$ cat config.mk
export PLATFORM = sky130hd
export DESIGN_NAME = instr_queue
export DESIGN_NICKNAME = d
export VERILOG_FILES = /design/src/rtl/ctrl_sigs.sv /design/src/rtl/iq_ram.sv /design/src/rtl/instr_queue.sv
export SDC_FILE = /design/constraint.sdc
export NUM_CORES = 1
export LEC_CHECK = 0
export ABC_AREA = 1
export BUFFER_PORTS_ARGS = -buffer_cell sky130_fd_sc_hd__clkbuf_2
export CORE_UTILIZATION = 40
export CTS_BUF_LIST = sky130_fd_sc_hd__clkbuf_4
export DETAILED_ROUTE_END_ITERATION = 7
export HOLD_SLACK_MARGIN = 0.15
export PLACE_DENSITY_LB_ADDON = 0.15
export SYNTH_ARGS = -nofsm -noshare
export SYNTH_HDL_FRONTEND = slang
export SYNTH_SLANG_ARGS = --single-unit
export TNS_END_PERCENT = 50
$ cat constraint.sdc
create_clock -name clk -period 10.1 [get_ports clk]
set_clock_uncertainty 0.1 [all_clocks]
set_input_delay 0.505 -clock clk [delete_from_list [all_inputs] [get_ports clk]]
set_output_delay 0.505 -clock clk [all_outputs]
set_load 0.02 [all_outputs]
$ cat src/rtl/ctrl_sigs.sv
// Shared control-path types: the packed decoded instruction carried from
// decode to issue, its micro-op encoding, and the default queue depth.
package ctrl_sigs;

  typedef enum logic [6:0] {
    UOP_NOP  = 7'd0,
    UOP_ADDI = 7'd1,
    UOP_ADD  = 7'd2,
    UOP_LW   = 7'd3,
    UOP_SW   = 7'd4,
    UOP_BEQ  = 7'd5,
    UOP_JAL  = 7'd6
  } uop_e;

  // 50-bit decoded instruction; taken/shadowed are branch-prediction state
  // owned by later stages and passed through untouched here.
  typedef struct packed {
    uop_e        uopcode;
    logic [4:0]  rd;
    logic [4:0]  rs1;
    logic [4:0]  rs2;
    logic [19:0] imm;
    logic [5:0]  br_tag;
    logic        taken;
    logic        shadowed;
  } queue_item_t;

  localparam int IQ_DEPTH = 8;

endpackage

$ cat src/rtl/iq_ram.sv
// Entry storage for instr_queue: DEPTH x queue_item_t register array with one
// synchronous write port and one asynchronous read port.
module iq_ram
  import ctrl_sigs::*;
#(
  parameter int DEPTH = IQ_DEPTH,
  parameter int AW    = $clog2(DEPTH)
) (
  input  logic                 clk,
  input  logic                 we,
  input  logic [AW-1:0]        waddr,
  input  queue_item_t          wdata,
  input  logic [AW-1:0]        raddr,
  output queue_item_t          rdata
);

  queue_item_t mem [DEPTH];

  // NOTE: storage is deliberately not reset; stale entries are never visible
  // because the occupancy count masks them, and an unreset array maps to
  // plain flops or distributed RAM.
  always_ff @(posedge clk) begin
    if (we) mem[waddr] <= wdata;
  end

  assign rdata = mem[raddr];

endmodule

$ cat src/rtl/instr_queue.sv
// Decode-to-issue decoupling FIFO with valid/ready on both sides and flush.
// Optional same-cycle bypass of an empty queue: define IQ_BYPASS_EN.
module instr_queue
  import ctrl_sigs::*;
#(
  parameter int DEPTH = IQ_DEPTH
) (
  input  logic                       clk,
  input  logic                       rst,
  input  logic                       flush,
  input  logic                       enq_valid,
  output logic                       enq_ready,
  input  queue_item_t                enq_item,
  output logic                       deq_valid,
  input  logic                       deq_ready,
  output queue_item_t                deq_item,
  output logic [$clog2(DEPTH):0]     count
);

  localparam int PW = $clog2(DEPTH);
  localparam int CW = PW + 1;

  logic [PW-1:0] head, tail;
  logic [CW-1:0] count_q;
  logic          empty, full;
  logic          enq_fire, deq_fire, bypass_take;
  logic          mem_write, mem_pop;
  queue_item_t   rd_data;

  assign empty = (count_q == '0);
  assign full  = (count_q == CW'(DEPTH));

  // Registered state only, so issue stalls never reach decode combinationally.
  assign enq_ready = !rst && !full;

  // NOTE: every output of this block is given a default first so no path
  // leaves a signal unassigned, which would otherwise infer a latch.
  always_comb begin
    deq_valid   = 1'b0;
    deq_item    = '0;
    bypass_take = 1'b0;
    if (!empty && !flush) begin
      deq_valid = 1'b1;
      deq_item  = rd_data;
    end
`ifdef IQ_BYPASS_EN
    else if (empty && enq_valid && !flush && !rst) begin
      deq_valid   = 1'b1;
      deq_item    = enq_item;
      bypass_take = deq_ready;
    end
`endif
  end

  assign enq_fire  = enq_valid && enq_ready && !flush;
  assign deq_fire  = deq_valid && deq_ready;
  // A bypassed item is consumed in flight: no write, no pointer movement.
  assign mem_write = enq_fire && !bypass_take;
  assign mem_pop   = deq_fire && !bypass_take;

  // NOTE: sequential state uses non-blocking assignments so every flop samples
  // pre-edge values regardless of statement order.
  always_ff @(posedge clk or posedge rst) begin
    if (rst) begin
      head    <= '0;
      tail    <= '0;
      count_q <= '0;
    end else if (flush) begin
      head    <= '0;
      tail    <= '0;
      count_q <= '0;
    end else begin
      if (mem_write) tail <= tail + PW'(1);
      if (mem_pop)   head <= head + PW'(1);
      count_q <= count_q + CW'(mem_write) - CW'(mem_pop);
    end
  end

  iq_ram #(
    .DEPTH (DEPTH),
    .AW    (PW)
  ) u_ram (
    .clk   (clk),
    .we    (mem_write),
    .waddr (tail),
    .wdata (enq_item),
    .raddr (head),
    .rdata (rd_data)
  );

  assign count = count_q;

endmodule
; Yosys cells after proc, flatten, opt, wreduce, memory -nomap -nowiden
; Memory sizes are Yosys's and may differ from the RTL's.
; Index checks and enable logic that the tools add are counted.
[word_totals]
reg_bits = 10
mem_bits_rw = 400
input_bits = 55
output_inout_bits = 56
word_cells = 30
memories = 1
[mem_list]
columns = memory, depth, word_bits, read_ports, rd_clocked_by_memory_dff, wr, line_no
row1 = u_ram.mem, 8, 50, 1, 0, 1, iq_ram.sv:17  ; queue_item_t mem [DEPTH];
[classes]
addsub = 4
eq_ne = 1
muxes = 9
reduce_logical = 12
[op_table]
columns = operator, count
row1 = 50-bit 2-to-1 mux, 1
row2 = 3-bit 2-to-1 mux, 4
row3 = "3-bit by 1-bit adder with 3-bit output, second input constant", 2
row4 = 1-bit logical AND, 5
row5 = 4-bit by 1-bit adder with 4-bit output, 1
row6 = "4-bit equality test, second input constant", 1
row7 = 1-bit logical NOT, 4
row8 = 4-bit logical NOT, 1
row9 = 4-bit 2-to-1 mux, 1
row10 = 2-bit nonzero test, 2
row11 = 4-bit by 1-bit subtractor with 4-bit output, 1
row12 = 1-bit 2-to-1 mux, 3

; Logic depth before layout (Yosys ltp)
[logic_depth]
depth_word = 8
ltp_mapped = 12
ltp_nobuf = 12

; Cells and area by module
; Synthesis repeated with hierarchy kept, for this count alone.
[hier_totals]
hier_cells = 1928
area_unflattened_um2 = 18612.9
[modules_own_cells]
columns = module, n_inst, cells_per_inst, area_per_inst_um2, seq_area_each_um2
row1 = iq_ram, 1, 1746, 17490.5, 12011.5
row2 = instr_queue, 1, 182, 1122.3, 250.2

; Worst setup path before layout
; OpenSTA, ideal clock, no wires.
[synth_timing]
path_type = register to register
startpoint = register count_q[2] (netlist: count[2])
endpoint = memory u_ram.mem[0][0] in the netlist's numbering (enable)
setup_time_ns = 0.458
arrival_ns = 3.239
required_ns = 9.542
setup_slack_ns = 6.304
stages_incl_launch_ff = 7
n_path_buf = 1
period_less_slack_ns = 3.796
path_cell_list = dfrtp_1 > inv_1 > ha_1 > nand3_1 > nand4_1 > buf_4 > nor2_1
[synth_between]
elab_chain_len = 7
[synth_lines]
columns = item, line_no
row1 = start: declaration, instr_queue.sv:24  ; logic [CW-1:0] count_q;
row2 = start signal: assignment, instr_queue.sv:75  ; count_q <= count_q + CW'(mem_write) - CW'(mem_pop);
row3 = 4-bit equality test, instr_queue.sv:31  ; assign full = (count_q == CW'(DEPTH));
row4 = 1-bit logical NOT, instr_queue.sv:34  ; assign enq_ready = !rst && !full;
row5 = 1-bit logical AND, instr_queue.sv:34
row6 = 1-bit logical AND (2 in a row), instr_queue.sv:55  ; assign enq_fire = enq_valid && enq_ready && !flush;
row7 = 1-bit 2-to-1 mux, iq_ram.sv:23  ; if (we) mem[waddr] <= wdata;
row8 = 1-bit 2-to-1 mux (implied by the code), iq_ram.sv:23
row9 = end: declaration, iq_ram.sv:17
; No other way between the ends.

==> results.ini <==
[place]
portBuffers = 110
placedCellCount = 2452
dp_hpwl_um = 20400
place.gp.congestion = 0.727

[clock_network]
cts.clk_slew.worst_paths_ps = 60
clk_latency_ps = 780
clockBufferDepth = 3
cts_inserted_buffers = 109
cts_root_buf = clkbuf_4
postCtsSetupBuffers = 0
cts_resized = 0
cts_tree = built
cts_sinks = 410
htreeDepth = 3

[worst_setup_path]
crit_fanout = 98
rrSetupSlack_ps = 6400
worstSetupEndpointType = primary output
r2r_cells = 6
endpoint = deq_item[0]
worstPathRequired_ps = 9500
startpoint_type = flop
critical_path_cell_count = 8
crit_type = flop to primary output
cp-startpoint = head[0]$_DFFE_PP0P_
cp.arrival_ps = 3960
worstReg2RegStart = count[2]$_DFF_PP0_
max_stage_delay_ps = 970
crit_family = buffers and inverters
crit_path_top_delay_cell = buf_4
worst_r2r_endpoint = u_ram.mem[1][12]$_DFFE_PP_
cp_cell_sequence = buf_4 -> buf_4 -> nand2_1 -> nand3_1 -> nand3_1 -> nand2_1 -> nor2_1 -> clkbuf_2
worst-path-buf-inv = 3

[logic_synthesis]
synth_nets = 1883
ys_warn_count = 0
synth_area_per_cell_um2 = 10.0
syn_inst = 1819
synth_top_area_share_pct = 65.8
seq_area_frac_synth_pct = 67.2
ys_seq_elements = 410
yosysUniqueCellTypes = 21
synth_most_common_cell = nand2_1
synth_top_family_by_area = simple AND/OR/NAND/NOR gates
synth.area.mux_share_pct = 0
synth_fa_ha_area_share_pct = 0.658
ys.flop_type = edfxtp_1
syn_area_um2 = 18200
netlist_top_cells_count = 505 x nand2_1, 414 x inv_1, 400 x edfxtp_1
synthArstFlopShare_pct = 2.44
synth_top_cells_by_area = edfxtp_1 66%, nand2_1 10%, inv_1 8.5%
synth_compound_area_share_pct = 0.295
synthXorXnorAreaFrac_pct = 0.144
post-synth-top-area-cell = edfxtp_1
synthSimpleGateAreaFrac_pct = 20.1
synth_edf_count = 400

[detailed_routing]
wirelength_um = 41800
drc = 0
viasPerCell = 4.56
initialDrtViolationCount = 531
dr.pass1.iters = 5
wire_per_inst_um = 15.4
route.vias.total = 12330
postRouteAntennaNets = 0

[floorplan]
start_util_pct = 40.9
dieArea_um2 = 46500
fp.dieW_um = 216
die_y_um = 216
coreArea_um2 = 44600
ios = 111
rows = 77

[sta]
setup_violations = 0
max-slew-margin-rel_pct = 24.4
final-max-slew-violation-count = 0
fin_crit_ps = 4570
fmax_mhz = 219
hold_viol_final = 0
worst_slew_pin_slew_ps = 1130
min_period_over_period_pct = 45.2
tns_ps = 0
grt_setup_unrepaired = no

[run]
cap_violations = 0

[hold_path]
hp-start = flush
min_path_cells = 3
worstHoldPathType = input port to flop

[global_route]
overflow = 0
grt_pass1_vias = 12277
grt_use_total_pct = 18.4
grt_max_degree = 130
grt_first_pass_wirelength_um = 66200
antenna_found_initial = 3

[power_and_ir_drop]
irDropWorstVdd_uv = 213
p_leak_nw = 9.48
netSwitchingFraction_pct = 32.8
pwr-share-seq_pct = 43.9
p_int_mw = 2.97
p_switching_mw = 1.45
powerDensity_nw_per_um2 = 210
p_total_mw = 4.43
combPwrFrac_pct = 23.9
pwr-share-clk_pct = 32.2

[finish]
syn_to_final_growth_pct = 15.7
fin_nets = 2090
drive_above_1_share_pct = 14.8
stdcell_count = 2703
final_util_pct = 47.3

[outcome]
status = completed

-- what timing repair did --
action                                  CTS  global route
endpoints found under the setup margin    0             0
hold buffers                             55             0
hold endpoints to repair                420             0
-- how the worst min path moves through the flow --
stage | endpoint | slack, ps
after global placement | count[2]$_DFF_PP0_ | 420
after floorplan | count[0]$_DFF_PP0_ | 260
after CTS | count[0]$_DFF_PP0_ | 330
after global routing | count[2]$_DFF_PP0_ | 370
after detailed placement | count[2]$_DFF_PP0_ | 430
final | count[0]$_DFF_PP0_ | 440
-- through the flow --
stage / hold slack (ps) / instance area (um2) / worst slack (ps)
after floorplan: 262 / 18200 / 6300
after global placement: 423 / 19200 / 6050
after detailed placement: 425 / 19200 / 5990
after CTS: 326 / 21100 / 5380
after global routing: 367 / 21100 / 5170
final: 435 / 21100 / 5530
-- state kept, by name, summed over array words and instances (netlist names) --
| name | flops |
|---|---|
| tail | 3 |
| count | 4 |
| u_ram.mem | 400 |
| head | 3 |
-- cell type report --
type	count	area [um2]
flip-flops and latches	410	12300
repair buffers	180	1210
inverters	417	1570
diodes	3	7.51
well taps	592	741
clock buffers	172	1290
multi-input cells	908	3940
clock inverters	21	81.3
fillers	4193	23500
-- placed cells by master, fill, tap and decap left out, types with 5 or more instances in the layout --
| cell type | instances |
|---|---|
| nand2_1 | 505 |
| inv_1 | 414 |
| edfxtp_1 | 400 |
| nand3_1 | 268 |
| clkbuf_4 | 172 |
| clkbuf_2 | 110 |
| nor2_1 | 105 |
| dlygate4sd3_1 | 55 |
| clkinv_1 | 20 |
| buf_4 | 15 |
| nor2_4 | 8 |
| ha_1 | 8 |
| dfrtp_1 | 7 |
| o21ai_0 | 5 |
-- cells by family after synthesis --
logic type,after synthesis
buffers and inverters,501
xor gates and xnor gates,3
DFF,410
adders and majority gates,9
and+or+nand+nor,887
AOI/OAI and AO/OA,9
-- power by group through the flow --
stage / Combinational, mW / Clock [mW] / Sequential (mW)
2_1_floorplan: 0.817 / 0 / 1.95
3_3_place_gp: 1.05 / 0 / 1.98
3_5_place_dp: 1.05 / 0 / 1.98
4_1_cts: 1.07 / 1.48 / 1.94
5_1_grt: 1.19 / 1.57 / 1.95
6_report: 1.06 / 1.43 / 1.94
-- routing by layer --
metal,up-vias,GRT usage [%],wire [um]
met4,0,7.07,769
met3,59,3.93,2350
li1,6199,-,-
met2,312,30.1,19700
met1,5760,24.1,18900
met5,-,0,0
-- worst reg2reg max path, stage by stage (launching register included) --
cell and delay, ps:
dfrtp_1 340, inv_1 80, ha_1 230, nand3_1 120
nand4_1 830, nor2_4 930, buf_4 640
Power figures use the tool's default switching activity.
